`src/rtl/keystream_xor_cipher.sv`:
```
// Keystream XOR cipher: packs random key words into a bit reservoir and XORs
// 8-bit slices of it (LSB-first) with the byte stream; encryption and decryption are identical.
module keystream_xor_cipher #(
    parameter int KEY_W  = 11,
    parameter int DATA_W = 8,
    parameter int CNT_W  = 16
) (
    input  logic              clk,
    input  logic              rst_n,
    input  logic [KEY_W-1:0]  key_in,
    input  logic              key_valid,
    output logic              key_ready,
    input  logic              sync_clr,
    input  logic [DATA_W-1:0] din,
    input  logic              din_valid,
    output logic              din_ready,
    output logic [DATA_W-1:0] dout,
    output logic              dout_valid,
    input  logic              dout_ready,
    output logic [CNT_W-1:0]  byte_cnt
);

    localparam int RES_W  = KEY_W + DATA_W - 1;
    localparam int FILL_W = $clog2(RES_W + 1);
    localparam logic [FILL_W-1:0] KEY_BITS  = FILL_W'(KEY_W);
    localparam logic [FILL_W-1:0] BYTE_BITS = FILL_W'(DATA_W);

    logic [RES_W-1:0]  reservoir_q, reservoir_d;
    logic [FILL_W-1:0] fill_q, fill_d;
    logic [DATA_W-1:0] dout_q, dout_d;
    logic              dout_valid_q, dout_valid_d;
    logic [CNT_W-1:0]  byte_cnt_q, byte_cnt_d;
    logic              key_fire, byte_fire;

    // A key word is only taken when it is guaranteed to fit above the current fill,
    // and a byte only when 8 bits are present, so the two handshakes never coincide.
    always_comb begin
        key_ready    = rst_n && !sync_clr && (fill_q < BYTE_BITS);
        din_ready    = rst_n && !sync_clr && (fill_q >= BYTE_BITS) &&
                       (!dout_valid_q || dout_ready);
        key_fire     = key_valid && key_ready;
        byte_fire    = din_valid && din_ready;

        reservoir_d  = reservoir_q;
        fill_d       = fill_q;
        dout_d       = dout_q;
        byte_cnt_d   = byte_cnt_q;
        dout_valid_d = byte_fire || (dout_valid_q && !dout_ready);

        if (sync_clr) begin
            reservoir_d = '0;
            fill_d      = '0;
            byte_cnt_d  = '0;
        end else if (key_fire) begin
            reservoir_d = reservoir_q | (RES_W'(key_in) << fill_q);
            fill_d      = fill_q + KEY_BITS;
        end else if (byte_fire) begin
            dout_d      = din ^ reservoir_q[DATA_W-1:0];
            reservoir_d = reservoir_q >> DATA_W;
            fill_d      = fill_q - BYTE_BITS;
            byte_cnt_d  = byte_cnt_q + CNT_W'(1);
        end
    end

    always_ff @(posedge clk) begin
        if (!rst_n) begin
            reservoir_q  <= '0;
            fill_q       <= '0;
            dout_q       <= '0;
            dout_valid_q <= 1'b0;
            byte_cnt_q   <= '0;
        end else begin
            reservoir_q  <= reservoir_d;
            fill_q       <= fill_d;
            dout_q       <= dout_d;
            dout_valid_q <= dout_valid_d;
            byte_cnt_q   <= byte_cnt_d;
        end
    end

    assign dout       = dout_q;
    assign dout_valid = dout_valid_q;
    assign byte_cnt   = byte_cnt_q;

endmodule
```
`config.mk`:
```
export PLATFORM = sky130hd
export DESIGN_NAME = keystream_xor_cipher
export DESIGN_NICKNAME = d
export VERILOG_FILES = /design/src/rtl/keystream_xor_cipher.sv
export SDC_FILE = /design/constraint.sdc
export NUM_CORES = 1
export LEC_CHECK = 0
export ABC_AREA = 1
export CORE_ASPECT_RATIO = 0.9
export CORE_MARGIN = 2
export CORE_UTILIZATION = 53
export CTS_CLUSTER_SIZE = 14
export DETAILED_ROUTE_END_ITERATION = 10
export PLACE_DENSITY = 0.86
export SLEW_MARGIN = 20
export SYNTH_ARGS = -nofsm -noshare
export SYNTH_HDL_FRONTEND = slang
export SYNTH_SLANG_ARGS = --single-unit
```
`constraint.sdc`:
```
create_clock -name clk -period 1.9 [get_ports clk]
set_input_delay 0.38 -clock clk [delete_from_list [all_inputs] [get_ports clk]]
set_output_delay 0.38 -clock clk [all_outputs]
set_load 0.05 [all_outputs]
```
== After elaboration in Yosys (flattened, before gate mapping) ==
Index checks and enable logic that the tools add are counted.

* Bits in registers: 48
* Input port bits: 25
* Output and inout port bits: 27
* Logic and storage cells: 36

* $add $sub $neg: 3
* Order comparisons: 2
* Shift-type cells: 1
* Multiplexer cells: 4
* Bitwise gates (word level): 5
* Reduce and logical (&&, ||, !) cells: 16

{| class="wikitable"
|+ Operators with widths
! kind !! number
|-
| $mux 18 || 2
|-
| $or 18x18->18 || 1
|-
| $shl 11x5->18 || 1
|-
| $add 16x1->16 const B || 1
|-
| $mux 5 || 2
|-
| $xor 8x8->8 || 1
|-
| $logic_and 1x1->1 || 7
|-
| $add 5x4->5 const B || 1
|-
| $ge 5x4->1 const B || 1
|-
| $lt 5x4->1 const B || 1
|-
| $sub 5x4->5 const B || 1
|-
| $logic_not 1->1 || 3
|-
| $not 1->1 || 3
|-
| $reduce_and 3->1 || 1
|-
| $logic_or 1x1->1 || 2
|-
| $reduce_and 2->1 || 1
|-
| $reduce_bool 2->1 || 1
|-
| $reduce_or 2->1 || 1
|}

== Logic depth before layout (Yosys ltp) ==
Gate-level depths: netlist of the first run.

* Depth after elaboration: 7
* Depth in mapped cells: 12
* Mapped depth without buffers: 11

== Worst setup path after synthesis of the first run ==
No wires, ideal clock.

* Path kind: register to register
* From: reg fill_q[4]
* To: reg byte_cnt_q[6], in the netlist byte_cnt[6]
* Library setup time: 0.128 ns
* Arrival: 1.956 ns
* Data required time: 1.772 ns
* Slack: -0.184 ns
* Stages on the path, launching flop included: 10
* Buffers on the path: 1
* Clock period less this slack: 2.084 ns
* Path through: dfxtp_1 inv_1 ha_1 nor3_4 nand3_2 clkinv_2 buf_4 nand3_1 nand2_1 nor2_1

* Word-level cells in the longest chain between the ends: 5
* Elaborated cells between the ends (all ways): 9
* Classes of those cells: 2 x order compare; 1 x bitwise; 6 x reduce/logical

{| class="wikitable"
|+ RTL lines
! element !! RTL line !! RTL
|-
| start: declaration || 29 || <nowiki>logic [FILL_W-1:0] fill_q, fill_d;</nowiki>
|-
| start signal: assignment || 74 || <nowiki>fill_q <= fill_d;</nowiki>
|-
| $ge 5x4->1 || 39 || <nowiki>din_ready = rst_n && !sync_clr && (fill_q >= BYTE_BITS) &&</nowiki>
|-
| $logic_and 1x1->1 (2 in a row) || 39 ||
|-
| via din_ready || 16 || <nowiki>output logic din_ready,</nowiki>
|-
| $logic_and 1x1->1 || 42 || <nowiki>byte_fire = din_valid && din_ready;</nowiki>
|-
| $reduce_and 2->1 (no line) || -- ||
|-
| end signal: assignment || 77 || <nowiki>byte_cnt_q <= byte_cnt_d;</nowiki>
|-
| end: declaration || 32 || <nowiki>logic [CNT_W-1:0] byte_cnt_q, byte_cnt_d;</nowiki>
|}

The timed path passes the listed nets, and every way through them passes these cells.
A chain may end at the register's enable or synchronous reset.

== Worst setup path after layout of the first run ==
* From: reg dout_q[3], in the netlist dout[3]
* To: out dout[3]

{| class="wikitable"
|+ RTL lines
! element !! RTL line !! RTL
|-
| start: declaration || 30 || <nowiki>logic [DATA_W-1:0] dout_q, dout_d;</nowiki>
|-
| start signal: assignment || 75 || <nowiki>dout_q <= dout_d;</nowiki>
|-
| end: declaration || 17 || <nowiki>output logic [DATA_W-1:0] dout,</nowiki>
|}

No word-level cell between the ends.

==> metrics.yaml, run 1 <==
grt:
  grt.busiest_layer: "met2"
  grtUsageMet2_pct: 43.9
  gr-total-overflow: 0
  grt_start_max_net_pins: 32
  grt_pass1_wl_um: 12400
  met1_usage_pct: 34.4
  grt_pass1_vias: 2816
  grt_util_met3_pct: 3.81
  antenna_found_initial: 0
  grt_use_total_pct: 26.2
worst_setup_path:
  critPathTopFamily: "buffers and inverters"
  crit_path_max_incr_delay_ns: 0.81
  path_buf_inv: 1
  path_cells: "clkdlybuf4s50_1"
  cp_max_fo: 2
  worstPathArrival_ns: 1.46
  critPathLaunchType: "flip-flop"
  cpMaxStageDelayCell: "clkdlybuf4s50_1"
  end_kind: "primary output"
  required_ns: 1.52
  path_class: "reg2out"
outcome:
  status: "completed"
route:
  final_antenna_net_count: 0
  vias_per_cell: 5.41
  drtIter0Drc: 210
  vias: 3172
  routed_wl_um: 7550
  firstDrtPassIters: 5
  wl_per_cell_um: 12.9
  route.detailed.drc: 0
clocking:
  cts_tree: "done"
  clockBufferDepth: 2
  insertion_delay_ns: 0.31
  postCtsSetupBuffers: 0
  clockRootBuffer: "clkbuf_8"
  cts.reportedPaths.clkPinSlew_ns: 0.09
  hold_buffers: 0
  clkSinkCount: 48
  cts_htree_levels: 2
  cts_buffers: 5
timing:
  final_max_slew_viol_count: 0
  max_freq_mhz: 543
  grt_setup_unrepaired: "no"
  slew_headroom_pct: 66.3
  fin_crit_sh_pct: 97.0
  final.min_clock_period_ns: 1.84
  finalClockSkew_ns: 0.00428
  tightest_slew_ns: 0.504
  setup_violations: 0
  worst_slack_ns: 0.0577
  final_hold_viol_count: 0
  whs_ns: 0.468
logic_synthesis:
  synthesis.area_mm2: 0.00288
  yosysWarnings: 0
  yosysUniqueCellTypes: 32
  synth_edf_count: 0
  syn_inst: 456
  ys_async_sr_fraction_pct: 0
  ys_seq_elements: 48
  ys.flop_type: "dfxtp_1"
  yosys.area.top_type: "dfxtp_1"
  synth-seq-area-share_pct: 33.4
  syn_avg_cell_area_um2: 6.31
  synth_area_leaders: "dfxtp_1 (33%), nand2_1 (19%), nand3_1 (9.6%)"
  synth_nets: 485
  yosysMostFrequentCell: "nand2_1"
  synth_top_area_share_pct: 33.4
  ys_top_cells_by_count: "nand2_1 (147), nand3_1 (55), dfxtp_1 (48)"
die:
  rows: 25
  die_area_mm2: 0.00604
  dieWidth_um: 81.7
  core_area_mm2: 0.00526
  start_util_pct: 54.8
  pin_count: 52
  die_h_um: 73.9
placement:
  globalplace.congestion: 0.922
  pre_cts_slack_ns: -0.185
  dp_hpwl_um: 5740
  dpl.cell_count: 578
  port-buffer-count: 51
final_layout:
  final_cells: 586
  nNetsFinal: 547
  area_growth_pct: 28.2
  utilization_pct: 70.3
  drive_above_1_share_pct: 13.1
  antenna_cells: 0
power:
  p_total_mw: 1.95
  p_per_area_mw_per_mm2: 528
  vdd_ir_drop_max_mv: 0.415
  p_leak_nw: 1.57
flow_run:
  maxCapViolations: 0
min_path:
  hold_class: "reg2reg"
[area by class of cell]
class,count,area [um2]
multi-input cells,350,1700
fillers,444,1560
flip-flops and latches,48,967
repair buffers,75,696
inverters,38,154
well taps,67,83.8
clock buffers,6,82.6
clock inverters,2,13.8
[registers in the layout (all words and copies together), names as in the netlist]
register and flops:
byte_cnt 16, dout 8, dout_valid 1, reservoir_q 18, fill_q 5
[repair_timing]
| item | CTS | global route |
|---|---|---|
| gates resized for setup | 2 | 4 |
| pin swaps | 1 | 1 |
| gates cloned | 0 | 0 |
| endpoints found under the setup margin | 1 | 4 |
[metal layers]
layer	up-vias	wire length (um)	share of wire, %
met5	-	0	0
met4	0	131	1.7
met1	1435	3500	46
met3	11	444	5.9
li1	1610	-	-
met2	116	3470	46
[metrics by stage]
step,instance area [um2],setup TNS (ns)
6_report,3690,0
5_1_grt,3690,0
4_1_cts,3680,0
3_5_place_dp,3580,-4.44
3_3_place_gp,3580,-3.11
2_1_floorplan,2940,-0.127
[where the power goes]
group	switching, mW	internal, mW	leakage, nW	total (mW)
registers	0.00689	1.01	0.389	1.02
logic	0.155	0.117	1.13	0.272
clock network	0.359	0.298	0.0516	0.657
total	0.521	1.43	1.57	1.95
[cells in the final DEF, fill, tap and decap left out, types with 2 or more instances in the layout]
cell type / n
inv_2: 2
dlymetal6s2s_1: 3
nor2_1: 41
o211ai_1: 2
xor2_1: 7
xnor2_1: 5
nor3_2: 3
nor3_1: 10
nor2_4: 3
nand4_1: 8
clkdlybuf4s50_1: 30
clkbuf_8: 6
o21ai_0: 14
o21ai_1: 8
ha_1: 3
buf_4: 37
a21oi_1: 32
buf_12: 3
dfxtp_1: 45
inv_1: 33
nand2_1: 147
a31oi_1: 4
nand3_1: 55
dfxtp_2: 2
[final timing paths]
kind,endpoint,from,slack (ns),cells past startpoint
hold reg to reg,reservoir_q[12]$_SDFFE_PP0P_,reservoir_q[12]$_SDFFE_PP0P_,0.47,2
setup / recovery,dout[3],dout[3]$_SDFFE_PN0P_,0.06,1
setup reg to reg,dout[6]$_SDFFE_PN0P_,fill_q[4]$_SDFFE_PP0P_,0.24,10
hold / removal,reservoir_q[12]$_SDFFE_PP0P_,reservoir_q[12]$_SDFFE_PP0P_,0.47,2
[logic make-up (layout without fill, tap and decap cells)]
kind of cell               Yosys count  count (layout)  share of synthesized area (%)
buffers and inverters               58             121                           8.82
DFF                                 48              48                           33.4
adders and majority gates            4               4                           1.74
and+or+nand+nor                    272             272                           41.2
xor gates and xnor gates            12              12                           3.65
AOI/OAI and AO/OA                   62              62                           11.3
[worst min-delay path, delay by kind of cell (launching register included)]
kind / cells / cell delay [ns]
AOI/OAI and AO/OA: 1 / 0.05
DFF: 1 / 0.32
and+or+nand+nor: 1 / 0.06
No activity file was read; power rests on OpenSTA's default activity.
==> run 2, diff against run 1 <==
==> constraint.sdc (replaced) <==
create_clock -name clk -period 1.9 [get_ports clk]
set_input_delay 0.475 -clock clk [delete_from_list [all_inputs] [get_ports clk]]
set_output_delay 0.475 -clock clk [all_outputs]
set_load 0.05 [all_outputs]
==> metrics.yaml, run 2 (synthesized netlist as in run 1, its figures left out) <==
placement:
  dpl.cell_count: 580
  globalplace.congestion: 0.960
  dp_hpwl_um: 5910
  post_dp_cell_area_mm2: 0.00359
  port-buffer-count: 51
timing:
  final_max_slew_viol_count: 0
  tightest_slew_ns: 0.574
  final_hold_viol_count: 0
  setup_violations: 0
  finalClockSkew_ns: 0.00707
  final.min_clock_period_ns: 1.85
  max_freq_mhz: 541
  grt_setup_unrepaired: "no"
  slew_headroom_pct: 61.4
  fin_crit_sh_pct: 97.2
clocking:
  cts_htree_levels: 2
  insertion_delay_ns: 0.32
  cts.reportedPaths.clkPinSlew_ns: 0.09
  clkSinkCount: 48
  cts_buffers: 5
  cts_tree: "done"
  hold_buffers: 0
  clockRootBuffer: "clkbuf_8"
  clockBufferDepth: 2
power:
  p_per_area_mw_per_mm2: 559
  vdd_ir_drop_max_mv: 0.453
  p_leak_nw: 1.59
route:
  routed_wl_um: 8060
  vias_per_cell: 5.51
  final_antenna_net_count: 0
  wl_per_cell_um: 13.6
  route.detailed.drc: 0
  vias: 3256
  drtIter0Drc: 286
  firstDrtPassIters: 5
grt:
  grt_pass1_wl_um: 12800
  grt_use_total_pct: 27.6
  antenna_found_initial: 0
  gr-total-overflow: 0
  grt_pass1_vias: 2819
  grt_start_max_net_pins: 28
worst_setup_path:
  worstPathArrival_ns: 1.37
  required_ns: 1.42
  r2r-end: "fill_q[4]$_SDFFE_PP0P_"
  critPathLaunchType: "flip-flop"
  reg2reg_setup_slack_ns: 0.13
  path_class: "reg2out"
  worstRegToRegCells: 11
  cp_max_fo: 5
  end_kind: "primary output"
  r2r_start: "fill_q[3]$_SDFFE_PP0P_"
min_path:
  hold_class: "reg2reg"
  hold_start: "reservoir_q[13]$_SDFFE_PP0P_"
  holdPathStages: 2
  holdPathEnd: "reservoir_q[13]$_SDFFE_PP0P_"
die:
  core_area_mm2: 0.00526
  pin_count: 52
  rows: 25
  die_h_um: 73.9
  die_area_mm2: 0.00604
  start_util_pct: 54.8
  dieWidth_um: 81.7
final_layout:
  drive_above_1_share_pct: 15.8
  stdcell_area_mm2: 0.00376
  antenna_cells: 0
  final_common_cell: "nand2_1"
  nNetsFinal: 552
  largest_reg_flops: 18
  final_cells: 591
  regMostFlops: "reservoir_q"
  register_area_um2: 966
  fill_cells: 418
  multi_input_area_mm2: 0.00171
  area_growth_pct: 30.6
  most-common-layout-cells: "nand2_1 (147), nand3_1 (55), buf_4 (50)"
outcome:
  status: "completed"
flow_run:
  maxCapViolations: 0
run 2: changes by cell type in the layout (fill, tap and decap cells not counted), sizes merged:
cell           previous run  this run
inv                      37        36
buf                      41        56
clkdlybuf4s15             0         2
bufinv                    0         1
dlymetal6s2s              3         0
clkdlybuf4s50            30        21
run 2: metrics by stage:
| step | power, mW | setup WS (ns) | hold slack (ns) | setup TNS (ns) | utilization [%] |
|---|---|---|---|---|---|
| floorplan | 1.20 | -0.0729 | 0.440 | -0.734 | - |
| global placement | 1.31 | -0.242 | 0.451 | -6.27 | 68.4 |
| detailed placement | 1.32 | -0.316 | 0.454 | -10.08 | 68.4 |
| CTS | 2.10 | 0.0197 | 0.468 | 0 | 71.0 |
| global route | 2.18 | 0.0126 | 0.494 | 0 | 71.5 |
| finish | 2.10 | 0.0523 | 0.467 | 0 | 71.5 |
run 2: timing repair:
action	in CTS	in global routing
endpoints found under the setup margin	3	1
pin swaps	1	1
setup buffers	2	1
gates resized for setup	8	5
run 2: area by class of cell:
| type | count | area share (%) |
|---|---|---|
| clock inverter | 2 | 1.03 |
| multi-input combinational | 350 | 45.4 |
| inverter | 38 | 4.16 |
| sequential | 48 | 25.7 |
| timing repair buffer | 80 | 19.3 |
| tap | 67 | 2.23 |
| clock buffer | 6 | 2.20 |
run 2: worst max path at each step:
stage | slack [ns] | start | to | cells after the start
after global routing | 0.01 | byte_cnt[1]$_SDFFE_PP0P_ | byte_cnt[6]$_SDFFE_PP0P_ | 7
final | 0.05 | fill_q[3]$_SDFFE_PP0P_ | din_ready | 5
after CTS | 0.02 | fill_q[3]$_SDFFE_PP0P_ | din_ready | 5
after floorplan | -0.07 | rst_n | byte_cnt[3]$_SDFFE_PP0P_ | 8
after detailed placement | -0.32 | rst_n | din_ready | 5
after global placement | -0.24 | rst_n | din_ready | 5
run 2: worst max-delay path, stage by stage (launching register included):
cell and delay (ns):
dfxtp_2 0.37, inv_4 0.06, ha_4 0.16, nor3_4 0.20
buf_6 0.14, buf_12 0.13
run 2: layer usage:
metal	vias to the layer above	routed length (um)	GRT usage, %
met5	-	0	0
met2	135	3680	43.4
li1	1619	-	-
met1	1485	3630	36.8
met4	0	152	10.2
met3	17	604	6.88
run 2: power by group:
group	total [mW]	leakage [nW]	switching (mW)	internal, mW
sequential	1.02	0.388	0.00642	1.01
combinational	0.280	1.14	0.160	0.120
clock	0.801	0.0614	0.370	0.431
total	2.10	1.59	0.537	1.56
